**config.mk**
```make
export PLATFORM = sky130hd
export DESIGN_NAME = touch_key_filter
export DESIGN_NICKNAME = d
export VERILOG_FILES = /design/src/rtl/touch_key_filter.sv
export SDC_FILE = /design/constraint.sdc
export NUM_CORES = 1
export LEC_CHECK = 0
export ABC_AREA = 1
export CAP_MARGIN = 15
export CORE_MARGIN = 2
export CORE_UTILIZATION = 60
export CTS_CLUSTER_DIAMETER = 40
export CTS_CLUSTER_SIZE = 8
export DETAILED_ROUTE_END_ITERATION = 10
export PLACE_DENSITY = 0.84
export RECOVER_POWER = 25
export SLEW_MARGIN = 20
export SYNTH_ARGS = -nofsm -noshare
export SYNTH_HDL_FRONTEND = slang
export SYNTH_SLANG_ARGS = --single-unit
export TNS_END_PERCENT = 5
```
**constraint.sdc**
```tcl
create_clock -name sys_clk -period 2.32 [get_ports sys_clk]
set_input_delay 0.464 -clock sys_clk [delete_from_list [all_inputs] [get_ports sys_clk]]
set_output_delay 0.464 -clock sys_clk [all_outputs]
set_load 0.05 [all_outputs]
```
**src/rtl/touch_key_filter.sv**
```systemverilog
// Touch-pad conditioning: 2-flop synchroniser, counter-based debounce FSM,
// clean active-low level plus single-cycle press / release / long-press pulses.
module touch_key_filter #(
    parameter int CNT_MAX  = 999_999,
    parameter int LONG_MAX = 49_999_999
) (
    input  logic sys_clk,
    input  logic sys_rst_n,
    input  logic touch_key,
    output logic key_out,
    output logic key_flag,
    output logic key_rls,
    output logic key_long
);

    // A 1-cycle debounce (CNT_MAX = 0) still needs a 1-bit counter to exist.
    localparam int DB_W   = (CNT_MAX > 0) ? $clog2(CNT_MAX + 1) : 1;
    localparam int HOLD_W = $clog2(LONG_MAX + 1);

    localparam logic [DB_W-1:0]   DB_TOP   = DB_W'(CNT_MAX);
    localparam logic [HOLD_W-1:0] HOLD_TOP = HOLD_W'(LONG_MAX);

    localparam logic [1:0] IDLE       = 2'd0;
    localparam logic [1:0] PRESS_DB   = 2'd1;
    localparam logic [1:0] HELD       = 2'd2;
    localparam logic [1:0] RELEASE_DB = 2'd3;

    logic              sync1;
    logic              sync2;
    logic [1:0]        state_reg;
    logic [DB_W-1:0]   db_cnt;
    logic [HOLD_W-1:0] hold_cnt;
    logic              long_done_reg;

    always_ff @(posedge sys_clk or negedge sys_rst_n) begin
        if (!sys_rst_n) begin
            sync1 <= 1'b1;
            sync2 <= 1'b1;
        end else begin
            sync1 <= touch_key;
            sync2 <= sync1;
        end
    end

    always_ff @(posedge sys_clk or negedge sys_rst_n) begin
        if (!sys_rst_n) begin
            state_reg     <= IDLE;
            db_cnt        <= '0;
            hold_cnt      <= '0;
            long_done_reg <= 1'b0;
            key_out       <= 1'b1;
            key_flag      <= 1'b0;
            key_rls       <= 1'b0;
            key_long      <= 1'b0;
        end else begin
            key_flag <= 1'b0;
            key_rls  <= 1'b0;
            key_long <= 1'b0;
            case (state_reg)
                IDLE: begin
                    if (!sync2) begin
                        state_reg <= PRESS_DB;
                        db_cnt    <= '0;
                    end
                end
                PRESS_DB: begin
                    if (sync2) begin
                        state_reg <= IDLE;
                        db_cnt    <= '0;
                    end else if (db_cnt == DB_TOP) begin
                        state_reg     <= HELD;
                        key_out       <= 1'b0;
                        key_flag      <= 1'b1;
                        hold_cnt      <= '0;
                        long_done_reg <= 1'b0;
                    end else begin
                        db_cnt <= db_cnt + 1'b1;
                    end
                end
                HELD: begin
                    if (sync2) begin
                        state_reg <= RELEASE_DB;
                        db_cnt    <= '0;
                    end else if (hold_cnt < HOLD_TOP) begin
                        hold_cnt <= hold_cnt + 1'b1;
                    end else if (!long_done_reg) begin
                        // Counter saturated; fire the long-press event only once per press.
                        key_long      <= 1'b1;
                        long_done_reg <= 1'b1;
                    end
                end
                RELEASE_DB: begin
                    if (!sync2) begin
                        state_reg <= HELD;
                    end else if (db_cnt == DB_TOP) begin
                        state_reg <= IDLE;
                        key_out   <= 1'b1;
                        key_rls   <= 1'b1;
                    end else begin
                        db_cnt <= db_cnt + 1'b1;
                    end
                end
                default: state_reg <= IDLE;
            endcase
        end
    end

endmodule

```
---- Word level (Yosys, flattened, before mapping) ----
Cells that the tools add are included.
storage, ports and cells
  register bits after elaboration ......... 55
  bits in latches ......................... 0
  bits in writable memories ............... 0
  ROM bits ................................ 0
  logic and storage cells ................. 71
  memories kept ........................... 0
cells by class
  add/sub/neg operators ................... 2
  multiply operators ...................... 0
  divide/modulo/power cells ............... 0
  magnitude comparators ................... 1
  equal/unequal tests ..................... 15
  shift operators ......................... 0
  muxes and demuxes ....................... 35
  bitwise logic cells ..................... 0
  reduce and logical (&&, ||, !) cells .... 8
operator list
  operator                                              number
  2-to-1 mux 26 bit                                     4
  2-to-1 mux 20 bit                                     5
  case mux 20 bit (4 select lines)                      1
  case mux 26 bit (2 select lines)                      1
  adder 26 x 1 -> 26 bit (second input constant)        1
  less-than comparator 26 bit (second input constant)   1
  adder 20 x 1 -> 20 bit (second input constant)        1
  equality test 20 bit (second input constant)          1
  != test 2 bit (second input constant)                 9
  2-to-1 mux 1 bit                                      15
  AND reduction 5 bit                                   3
  2-to-1 mux 2 bit                                      6
  case mux 2 bit (4 select lines)                       1
  != test 3 bit (second input constant)                 2
  equality test 2 bit (second input constant)           2
  case mux 1 bit (2 select lines)                       2
  AND reduction 4 bit                                   1
  nonzero test 2 bit                                    2
  AND reduction 3 bit                                   1
  equality test 2 x 1 -> 1 bit (second input constant)  1
  zero test 2 bit                                       1

---- Longest topological paths before layout ----
  word-level depth ........................ 4
  depth in mapped cells ................... 12

---- Worst setup path before layout ----
OpenSTA, ideal clock, no wires.
  path kind ............................... register to register
  from .................................... register hold_cnt[0]
  to ...................................... register hold_cnt[2]
  setup time .............................. 0.117 ns
  arrival time ............................ 1.647 ns
  required time ........................... 2.203 ns
  path slack .............................. 0.557 ns
  cell stages (with the launch flop) ...... 13
  period minus slack after synthesis ...... 1.763 ns
  cells stage by stage .................... dfrtp_1 ha_1 nand3_1 inv_2 nand2_1 nand2_1 nand3_1 nand4_1 nand2_2 nand2_4 buf_6 nand2_1 nand2_1
between the ends
  longest elaborated chain between the ends .. 4
  elaborated cells between the ends (all ways) .. 7
RTL lines
  element                           line  text
  start: declaration                32    logic [HOLD_W-1:0] hold_cnt;
  start signal: assignment          85    hold_cnt <= hold_cnt + 1'b1;
  adder 26 x 1 -> 26 bit            85
  2-to-1 mux 26 bit                 84    end else if (hold_cnt < HOLD_TOP) begin
  2-to-1 mux 26 bit                 81    if (sync2) begin
  case mux 26 bit (2 select lines)  59    case (state_reg)
Parallel ways exist; a longest one is shown, timed or not. The select of a mux whose other input is x is not followed.
A chain may end at the register's enable or synchronous reset.

---- Final worst setup path ----
  from .................................... register key_out
  to ...................................... output key_out
RTL lines
  element                   line  text
  start: declaration        10    output logic key_out,
  start signal: assignment  51    key_out <= 1'b1;
  start signal: assignment  72    key_out <= 1'b0;
  start signal: assignment  97    key_out <= 1'b1;
No word-level cell between the ends.

==> results.txt <==
The placed wire-length estimate is 6.739 mm. Dividing total power by cell area gives a power density of 714.1 nW/um^2. The final critical path time including I/O delays and setup is 2.156 ns.

At the later pin of the worst-skew pair, clock insertion delay measures 0.31 ns. Cell internal power was estimated by the tool at 0.001580 W. The tightest slew margin relative to the limit came out at 10.08%.

Wires add up to 9.055 mm. STA classifies the critical path endpoint as an output pin. The congestion estimate from routability-driven global placement came to 0.9887. The worst register-to-register path begins at hold_cnt[0]. The core area is 5921 sq um. The area growth from synthesis to final layout came out at 6.369%. The first-pass GRT wire length is 15.24 mm. TritonCTS built the clock tree. The worst setup path is launched from a flip-flop. The repair_antennas step left the layout with diodes totalling 0. Timing would allow up to 0.4638 GHz.

The number of buffers on the longest clock path came out at 2. In the finished design, the share of the clock period the worst path needs comes to 92.93%. For this run, the detailed router's first-pass iteration total came to 5. The maximum level of the CTS H-tree came out at 2.

In this design, the largest share of critical-path delay is due to buffers and inverters. The register with the most flip-flops is hold_cnt. Setup repair after global routing left no endpoint under its margin. In this run switching power makes up 43.68% of total power. On the critical path, the stage with the largest delay is an instance of sky130_fd_sc_hd__clkdlybuf4s50_1.

After clock tree synthesis, the clock-pin slew on the worst setup and hold paths is 0.10 ns. The most critical setup path has its startpoint at key_out. Per report_power, the clock group accounts for 22.6% of the total.

The hold violation total from the final report was 0. The cell count after synthesis came out at 566. The post-synthesis net count is 571. In the global route stage, overall resource usage came out at 28.87%.

The Yosys warning count is 0. The total number of nets in the final design came out at 581. The count of pins over their slew limit is 0.

The area of the mapped netlist is 3694 sq um. The largest registers in the layout are hold_cnt x26, db_cnt x20. The worst reg-to-reg path cell count came out at 11.

The max-capacitance violation count is 0. For the pin with the worst max-slew slack, the measured transition is 1.349 ns. The quantity of gates resized following cts is 0. The total of fill cells in the finished design is 539.

The initial antenna violation count is 0. The cell count of the worst hold path came out at 0. Dividing the detail-routed wire length by the instance count gives 13.91 um.

The CTS buffer count came out at 5. In this run the clock root is driven by a sky130_fd_sc_hd__clkbuf_8. IR analysis of the VDD net gives a maximum drop of 553.4 uV. The number of buffers inserted for hold repair after clock tree synthesis came out at 0.

Pin placement for this block handled 7 I/O pins. The flow ran to the end, and the final reports show no timing, DRC or antenna violations. Sequential cells were found to cover 37.36% of the synthesized design area. In this run the worst hold path is classified as reg -> reg. The number of DRC violations after detailed-routing iteration 0 came out at 396.

The die is 82.46 um tall. The net load switching power is 0.001226 W. The die boundary width is 82.46 um. The setup violation total in the final timing report is 0.

Input and output buffers added on the ports amount to 6. The worst clock skew on the final layout is 0.003618 ns. The DRC violation count after routing came out at 0. In the routed layout, each cell is associated on average with a via count of 5.667. The overall overflow remaining after global route is 0. The combinational fraction of design power came out at 37.9%. The number of distinct library cells after synthesis came out at 34. A synthesized cell averages 6.526 sq um.

The summed negative setup slack over all endpoints is 0 ns. The flop-to-flop setup slack came out at 0.30 ns. The sum of buffers and inverters on the critical path is 1. The worst stage delay on the critical path came out at 0.82 ns. The fraction of layout instances using a drive strength above 1 is 6.771%.

The startpoint identified for the worst hold timing path is sync1. After floorplanning, the core was divided into 28 placement rows. The post-synthesis register bit count came out at 55.

The register with the most flip-flops in the layout has 26 of them. The part of the total power dissipated in sequential elements is 39.5%. The number of clock sinks seen by CTS is 55. The critical path is of the reg -> out type. The effective utilization at floorplan is 62.38%. The finished layout holds 651 standard cells, fillers aside. The worst path arrival time is 1.69 ns.

The worst register-to-register path ends at hold_cnt[23]. Buffers added to address setup during post-CTS repair amount to 0. The via count of the first global-routing pass came out at 3250. The reported leakage power is 1.734 nW. In this run the remaining antenna-violating nets after routing total 0. The number of vias after detailed routing is 3689. The worst-path maximum fanout came out at 2. The path with the worst hold slack has its endpoint at sync2. The critical path data required time came out at 1.86 ns. The die covers 6800 sq um. The signal on the critical path passes through clkdlybuf4s50_1. The pin count of the biggest net entering global routing is 31.

In this run, placement finished with an instance count of 644.
## area by class of cell
cell class	count	area (sq um)	area share [%]
clock buffers	6	72.57	1.847
clock inverters	1	30.03	0.7643
inverters	50	187.7	4.777
multi-input cells	451	2061	52.45
flip-flops and latches	55	1380	35.13
well taps	75	93.84	2.389
repair buffers	13	103.9	2.643
## layer usage
layer | GRT usage [%] | up-vias | share of wire (%)
met3 | 4.891 | 17 | 8.2
met1 | 43.63 | 1699 | 47
met5 | 0 | - | 0
met4 | 7.000 | 0 | 1.1
met2 | 42.74 | 155 | 44
li1 | - | 1818 | -
## cell families (layout without fill, tap and decap cells)
group | after synthesis | after routing | synth area share [%]
AOI/OAI and AO/OA | 30 | 30 | 5.150
buffers and inverters | 60 | 70 | 6.843
DFF | 55 | 55 | 37.36
and+or+nand+nor | 405 | 405 | 46.65
xor gates and xnor gates | 14 | 14 | 3.320
adders and majority gates | 2 | 2 | 0.6774
## cell usage in the layout (no fill, tap or decap), types with 2 or more instances in the layout
master	instances
sky130_fd_sc_hd__clkbuf_1	2
sky130_fd_sc_hd__nor2_4	3
sky130_fd_sc_hd__ha_1	2
sky130_fd_sc_hd__clkdlybuf4s50_1	4
sky130_fd_sc_hd__inv_1	43
sky130_fd_sc_hd__xnor2_1	7
sky130_fd_sc_hd__nand2_1	203
sky130_fd_sc_hd__nand2_2	6
sky130_fd_sc_hd__dfstp_2	3
sky130_fd_sc_hd__a21oi_1	3
sky130_fd_sc_hd__a21oi_2	2
sky130_fd_sc_hd__o2111ai_1	2
sky130_fd_sc_hd__nand3_1	59
sky130_fd_sc_hd__xor2_1	7
sky130_fd_sc_hd__dfrtp_1	52
sky130_fd_sc_hd__o21ai_0	16
sky130_fd_sc_hd__nor3b_1	3
sky130_fd_sc_hd__buf_4	6
sky130_fd_sc_hd__nor2_1	100
sky130_fd_sc_hd__nand4_1	15
sky130_fd_sc_hd__inv_2	7
sky130_fd_sc_hd__clkbuf_8	5
sky130_fd_sc_hd__nor3_1	12
## power groups by stage
stage	Combinational (W)	Sequential (W)	Clock, W
2_1_floorplan	0.000815	0.00110	0
3_3_place_gp	0.00103	0.00112	0
3_5_place_dp	0.00105	0.00112	0
4_1_cts	0.00106	0.00111	0.000643
5_1_grt	0.00118	0.00112	0.000677
6_report	0.00106	0.00111	0.000635
## worst max path at each step
stage | endpoint | cells past startpoint
6_report | key_out | 1
5_1_grt | db_cnt[0] | 2
4_1_cts | key_out | 1
3_5_place_dp | hold_cnt[23] | 11
3_3_place_gp | hold_cnt[18] | 11
2_1_floorplan | hold_cnt[2] | 12
## cells in the mapped netlist
master	count	share of area, %
sky130_fd_sc_hd__nand2_1	203	21
sky130_fd_sc_hd__buf_4	2	0.41
sky130_fd_sc_hd__a21boi_1	1	0.20
sky130_fd_sc_hd__ha_1	2	0.68
sky130_fd_sc_hd__nor2_1	100	10
sky130_fd_sc_hd__nand3b_1	1	0.20
sky130_fd_sc_hd__dfrtp_1	52	35
sky130_fd_sc_hd__dfstp_2	3	2.1
sky130_fd_sc_hd__nand4_1	15	2.5
sky130_fd_sc_hd__buf_2	4	0.54
sky130_fd_sc_hd__nand3_4	1	0.47
sky130_fd_sc_hd__a211oi_1	1	0.20
sky130_fd_sc_hd__inv_2	7	0.71
sky130_fd_sc_hd__nor2_2	1	0.17
sky130_fd_sc_hd__xor2_1	7	1.7
sky130_fd_sc_hd__o21bai_1	1	0.20
sky130_fd_sc_hd__buf_6	2	0.61
sky130_fd_sc_hd__nand2_4	1	0.30
sky130_fd_sc_hd__a21oi_4	1	0.44
sky130_fd_sc_hd__nand2_2	6	1.0
sky130_fd_sc_hd__a21oi_1	3	0.41
sky130_fd_sc_hd__a21oi_2	2	0.47
sky130_fd_sc_hd__nor3_1	12	1.6
sky130_fd_sc_hd__nand3_1	59	8.0
sky130_fd_sc_hd__nor3b_1	3	0.61
sky130_fd_sc_hd__xnor2_1	7	1.7
sky130_fd_sc_hd__o21ai_2	1	0.24
sky130_fd_sc_hd__o21ai_1	1	0.14
sky130_fd_sc_hd__o21ai_0	16	2.2
sky130_fd_sc_hd__nor2_4	3	0.91
sky130_fd_sc_hd__inv_1	43	4.4
sky130_fd_sc_hd__a21boi_0	1	0.20
sky130_fd_sc_hd__clkbuf_1	2	0.20
sky130_fd_sc_hd__o2111ai_1	2	0.47
## stage by stage
| stage | total power [W] | util, % | setup slack [ns] | hold WS [ns] | instance area (sq um) |
|---|---|---|---|---|---|
| after floorplan | 0.001918 | - | 0.5565 | 0.1684 | 3694 |
| after global placement | 0.002152 | 64.90 | 0.4161 | 0.3470 | 3842 |
| after detailed placement | 0.002178 | 64.90 | 0.3535 | 0.3532 | 3842 |
| after CTS | 0.002805 | 66.63 | 0.1538 | 0.1685 | 3945 |
| after global routing | 0.002974 | 66.36 | 0.07632 | 0.3808 | 3929 |
| final | 0.002806 | 66.36 | 0.1639 | 0.3664 | 3929 |
No activity file was read; power rests on OpenSTA's default activity.
